## src/rtl/fetch_queue.sv

```systemverilog
// Instruction fetch queue between IF and decode: a circular buffer of fetched
// instructions with PC and branch-prediction info, oldest entry presented to decode.
module fetch_queue #(
  parameter int DEPTH    = 4,
  parameter int INSN_LEN = 32,
  parameter int ADDR_LEN = 32
) (
  input  logic                     clk_i,
  input  logic                     reset_i,
  input  logic                     kill_IF,
  input  logic                     push_valid_i,
  input  logic [INSN_LEN-1:0]      inst_i,
  input  logic [ADDR_LEN-1:0]      pc_i,
  input  logic                     pred_taken_i,
  input  logic [ADDR_LEN-1:0]      pred_addr_i,
  output logic                     ready_o,
  input  logic                     stall_ID,
  output logic                     valid_o,
  output logic [INSN_LEN-1:0]      inst1_o,
  output logic [ADDR_LEN-1:0]      pc_o,
  output logic                     pred_taken_o,
  output logic [ADDR_LEN-1:0]      pred_addr_o,
  output logic [$clog2(DEPTH):0]   count_o
);

  localparam int PTR_W = $clog2(DEPTH);
  localparam int CNT_W = PTR_W + 1;
  localparam logic [INSN_LEN-1:0] NOP = INSN_LEN'(32'h0000_0013);

  typedef struct packed {
    logic [INSN_LEN-1:0] inst;
    logic [ADDR_LEN-1:0] pc;
    logic                pred_taken;
    logic [ADDR_LEN-1:0] pred_addr;
  } entry_t;

  entry_t             mem [DEPTH];
  entry_t             head_entry;
  logic [PTR_W-1:0]   head_q;
  logic [PTR_W-1:0]   tail_q;
  logic [CNT_W-1:0]   count_q;
  logic               push;
  logic               pop;

  // Full-ness is judged on the registered count only, so a same-cycle pop never admits a push.
  assign ready_o = (count_q < CNT_W'(DEPTH));
  assign valid_o = (count_q != '0);
  assign count_o = count_q;
  assign push    = push_valid_i & ready_o & ~kill_IF;
  assign pop     = valid_o & ~stall_ID & ~kill_IF;

  // NOTE: sequential state uses non-blocking assignments so every register samples pre-edge values.
  always_ff @(posedge clk_i or posedge reset_i) begin
    if (reset_i) begin
      head_q  <= '0;
      tail_q  <= '0;
      count_q <= '0;
    end else if (kill_IF) begin
      head_q  <= '0;
      tail_q  <= '0;
      count_q <= '0;
    end else begin
      if (push) tail_q <= tail_q + PTR_W'(1);
      if (pop)  head_q <= head_q + PTR_W'(1);
      if (push && !pop)      count_q <= count_q + CNT_W'(1);
      else if (pop && !push) count_q <= count_q - CNT_W'(1);
    end
  end

  // NOTE: storage is deliberately left unreset; the empty-state output override hides stale data.
  always_ff @(posedge clk_i) begin
    if (push) begin
      mem[tail_q] <= '{inst: inst_i, pc: pc_i, pred_taken: pred_taken_i, pred_addr: pred_addr_i};
    end
  end

  // NOTE: each output gets a value on every path through this block, so no latch is inferred.
  always_comb begin
    head_entry   = mem[head_q];
    inst1_o      = head_entry.inst;
    pc_o         = head_entry.pc;
    pred_taken_o = head_entry.pred_taken;
    pred_addr_o  = head_entry.pred_addr;
    if (!valid_o) begin
      inst1_o      = NOP;
      pc_o         = '0;
      pred_taken_o = 1'b0;
      pred_addr_o  = '0;
    end
  end

endmodule

```

## config.mk

```make
export PLATFORM = sky130hd
export DESIGN_NAME = fetch_queue
export DESIGN_NICKNAME = d
export VERILOG_FILES = /design/src/rtl/fetch_queue.sv
export SDC_FILE = /design/constraint.sdc
export NUM_CORES = 1
export LEC_CHECK = 0
export ABC_AREA = 1
export CAP_MARGIN = 20
export CORE_MARGIN = 2
export CORE_UTILIZATION = 55
export DETAILED_ROUTE_END_ITERATION = 6
export HOLD_SLACK_MARGIN = 0.03
export PLACE_DENSITY = 0.8
export SETUP_SLACK_MARGIN = 0.1
export SLEW_MARGIN = 10
export SYNTH_ARGS = -nofsm -noshare
export SYNTH_HDL_FRONTEND = slang
export SYNTH_SLANG_ARGS = --single-unit
```

## constraint.sdc

```tcl
create_clock -name clk_i -period 6.6 [get_ports clk_i]
set_clock_uncertainty 0.15 [all_clocks]
set_input_delay 1.32 -clock clk_i [delete_from_list [all_inputs] [get_ports clk_i]]
set_output_delay 1.32 -clock clk_i [all_outputs]
set_load 0.005 [all_outputs]
```

==> results.txt <==
----------------------------------------------------
[Synthesis]
  Synth cell types ... 25
  Xor and xnor fraction of the mapped netlist area ... 0
  Portion of the post-synthesis area used by sequential elements ... 0.766
  Synthesized area divided by synthesized cell count ... 12.8 um2
  Post-synthesis async set-or-reset flop share ... 0.0177
  Netlist Area Pre-Place ... 15400 um2
  Synth Register Bits ... 395
  Largest family of logic cells by synthesized area ... simple AND/OR/NAND/NOR gates
  Syn nets ... 1311
  Fraction of synthesized cell area taken by the top area cell type ... 0.755
  Simple-Gate Fraction of Synth Area ... 0.102
  Cell with the most instances after synthesis ... nor2_1
  Mux contribution to synthesized area ... 0
  Most instantiated flip-flop cell in the synthesis netlist ... edfxtp_1
  Number of enable-type register cells in the synthesized netlist ... 388
  Synth Area in Adders ... 0.00454
  Synth Area in Compound Gates ... 0.0964
  Yosys synthesis warning count ... 0
  Area leader, netlist ... edfxtp_1
  Most common library cells after synthesis ... nor2_1 (396), edfxtp_1 (388), o21ai_0 (106)
  Biggest area contributors in the synthesized netlist ... edfxtp_1 (76%), nor2_1 (9.6%), o21ai_0 (3.4%)
  Instance count of the mapped netlist ... 1204

[Critical path]
  Launch instance of the worst register-to-register path ... count_o[2]
  Critical Path Stages ... 6
  Startpoint type of the worst setup path ... flip-flop
  Reg2Reg Depth ... 6
  Count of buffering cells on the critical path with inverters included ... 2
  Critical path capture point type ... output pin
  Family with the most delay on the worst path ... buffers and inverters
  Critical Path Most Common Cell ... nor2_1
  CP max stage cell ... dfrtp_4
  Start-to-end type of the worst setup path ... reg2out
  Register-to-register setup slack ... 3730 ps
  Worst reg2reg path endpoint ... mem[2][49]
  Signal arrival time at the worst endpoint ... 3390 ps
  Required arrival time at the worst endpoint ... 5130 ps
  Cells along the critical path ... buf_4 -> nor2_1 -> nor2_1 -> o21ai_0 -> a21oi_1 -> clkdlybuf4s50_1
  Largest fanout on the critical path ... 80
  Delay of the slowest cell on the worst path ... 800 ps

[Place]
  Port buffer count ... 203
  Detail Placement HPWL ... 18300 um
  Post-Place Cells ... 1723
  Last weighted congestion value of the routability-driven placer ... 0.780

[Drt]
  Wire length per cell ... 18.5 um
  Total number of vias ... 9800
  1st-iter DRT viols ... 937
  Number of iterations in the first detailed-routing pass ... 5
  Antenna viol nets, final ... 0
  Via count normalized by instance count ... 5.45
  Total routed wirelength ... 33300 um
  DRC Markers ... 0

[Floorplan]
  Chip Height ... 172 um
  IO Pins ... 204
  Effective utilization at floorplan ... 0.557
  Core region area ... 27700 um2
  Die W ... 172 um
  Die area ... 29400 um2
  Site Rows ... 61

[Timing]
  RSZ-0062 raised after global routing ... no
  Worst hold slack ... 394 ps
  Relative slew slack ... 0.267
  Final hold violations ... 0
  Fmax ... 0.206 GHz
  Final Slew Violations ... 0
  Portion of the clock cycle consumed by the worst path in the final layout ... 0.736
  Setup TNS after final layout ... 0 ps
  Min cycle time layout ... 4860 ps
  Worst Tran Pin Value ... 1100 ps
  Final setup vio count ... 0

[Power]
  P per Cell Area ... 372 nW/um2
  Leakage power total ... 0.00635 uW
  Peak supply drop ... 258 uV
  Power share of the combinational group ... 0.277
  NetSw ... 1980 uW
  Overall Power ... 7060 uW
  Cell-internal power ... 5080 uW
  Switching part of the total power ... 0.281
  Share of total power in the clock network ... 0.301
  Share of power burned in registers ... 0.422

[Layout]
  Layout cells sized above 1 ... 0.0515
  Final standard cell count with taps included and fillers excluded ... 1798
  Layout filler cell count ... 1914
  Post-layout util ... 0.685
  Combined area of the multi-input logic cells ... 3160 um2
  Area growth from synthesis to layout ... 23.0%
  Register cell area after layout ... 11800 um2
  Net count of the finished layout ... 1495

[Clock network]
  Maximum buffer depth of the clock tree ... 3
  Post-cts hold buffer count ... 0
  Worst-skew pair later-pin latency ... 520 ps
  Clk pin slew, worst setup/hold paths ... 60 ps
  Number of buffers created by CTS ... 40
  Number of instances resized during post-cts repair ... 0
  Post-CTS repair timing setup buffer count ... 0
  TritonCTS clock tree ... done
  Total number of H-tree levels ... 2
  # clock sinks ... 395
  Clk root buf ... clkbuf_16

[Worst hold path]
  Destination of the worst hold path ... count_o[2]
  Startpoint of the most critical hold path ... count_o[2]
  Worst Hold Depth ... 2
  Worst min-delay path category ... reg2reg

[Flow run]
  Reported max-cap violation count ... 0

[Global route]
  Remaining global-route overflow ... 0
  Via count of the first global-routing pass ... 9882
  First-pass GRT wire length ... 51300 um
  Global-route total usage across every layer ... 0.227
  Largest net degree at the start of global routing ... 161
  Initial antenna violation count ... 3

[Outcome]
  Status ... complete, no violations

----------------------------------------------------
==> logic make-up after synthesis <==
group                      Yosys count
AOI/OAI and AO/OA                  295
DFF                                395
buffers and inverters               93
and+or+nand+nor                    416
adders and majority gates            5
==> layout by cell type, fill, tap and decap left out, types with 3 or more instances in the layout <==
cell | Yosys | routed
inv_1 | 16 | 15
ha_1 | 4 | 4
o21ai_1 | 90 | 90
nand2_1 | 14 | 14
nor2_1 | 396 | 392
a21oi_1 | 96 | 96
clkdlybuf4s50_1 | 0 | 203
clkbuf_16 | 0 | 42
edfxtp_1 | 388 | 388
buf_12 | 0 | 3
clkinv_1 | 0 | 12
clkbuf_1 | 21 | 12
nor2_4 | 0 | 4
clkinv_2 | 1 | 4
dfrtp_1 | 7 | 5
buf_4 | 14 | 9
o21ai_0 | 106 | 106
==> power groups by stage <==
stage,Combinational [uW],Sequential [uW],Clock [uW]
2_1_floorplan,955,3000,0
3_3_place_gp,1930,3030,0
3_5_place_dp,1960,3030,0
4_1_cts,1970,2980,2150
5_1_grt,2150,3000,2260
6_report,1960,2980,2120
==> worst register-to-register path, stage by stage (launching register included) <==
cell	delay [ps]
dfrtp_1	400
inv_2	110
nand2_1	90
nor2_2	200
inv_1	210
nor2_4	810
buf_12	430
==> layer usage <==
layer,wire length [um],vias to the layer above,global-route usage
li1,-,4642,-
met1,13300,4739,0.281
met2,16900,349,0.395
met3,2310,68,0.0525
met4,789,2,0.0755
met5,11,-,0
==> registers in the layout, indices dropped and copies added (netlist names) <==
| register | flops |
|---|---|
| tail_q | 2 |
| mem | 388 |
| head_q | 2 |
| count_o | 3 |
==> how the worst max path moves through the flow <==
stage                 startpoint         end
floorplan           push_valid_i   mem[0][0]
global placement       head_q[0]    pc_o[18]
detailed placement     head_q[0]    pc_o[18]
CTS                    head_q[0]    pc_o[18]
global route           head_q[0]  inst1_o[6]
finish                 head_q[0]  inst1_o[6]
==> layout make-up <==
cell class | instances | area share
repair buffers | 216 | 0.115
clock inverters | 18 | 0.00752
well taps | 378 | 0.0249
inverters | 19 | 0.00415
diodes | 2 | 0.000264
flip-flops and latches | 395 | 0.624
multi-input cells | 716 | 0.167
clock buffers | 54 | 0.0578
==> stage by stage <==
| step | instance area [um2] | setup slack (ps) |
|---|---|---|
| final | 19000 | 1740 |
| after global routing | 19000 | 1580 |
| after CTS | 18900 | 1600 |
| after detailed placement | 17700 | 2170 |
| after global placement | 17700 | 2220 |
| after floorplan | 15400 | 226 |
Note: power is estimated with default switching activity, not from simulation.
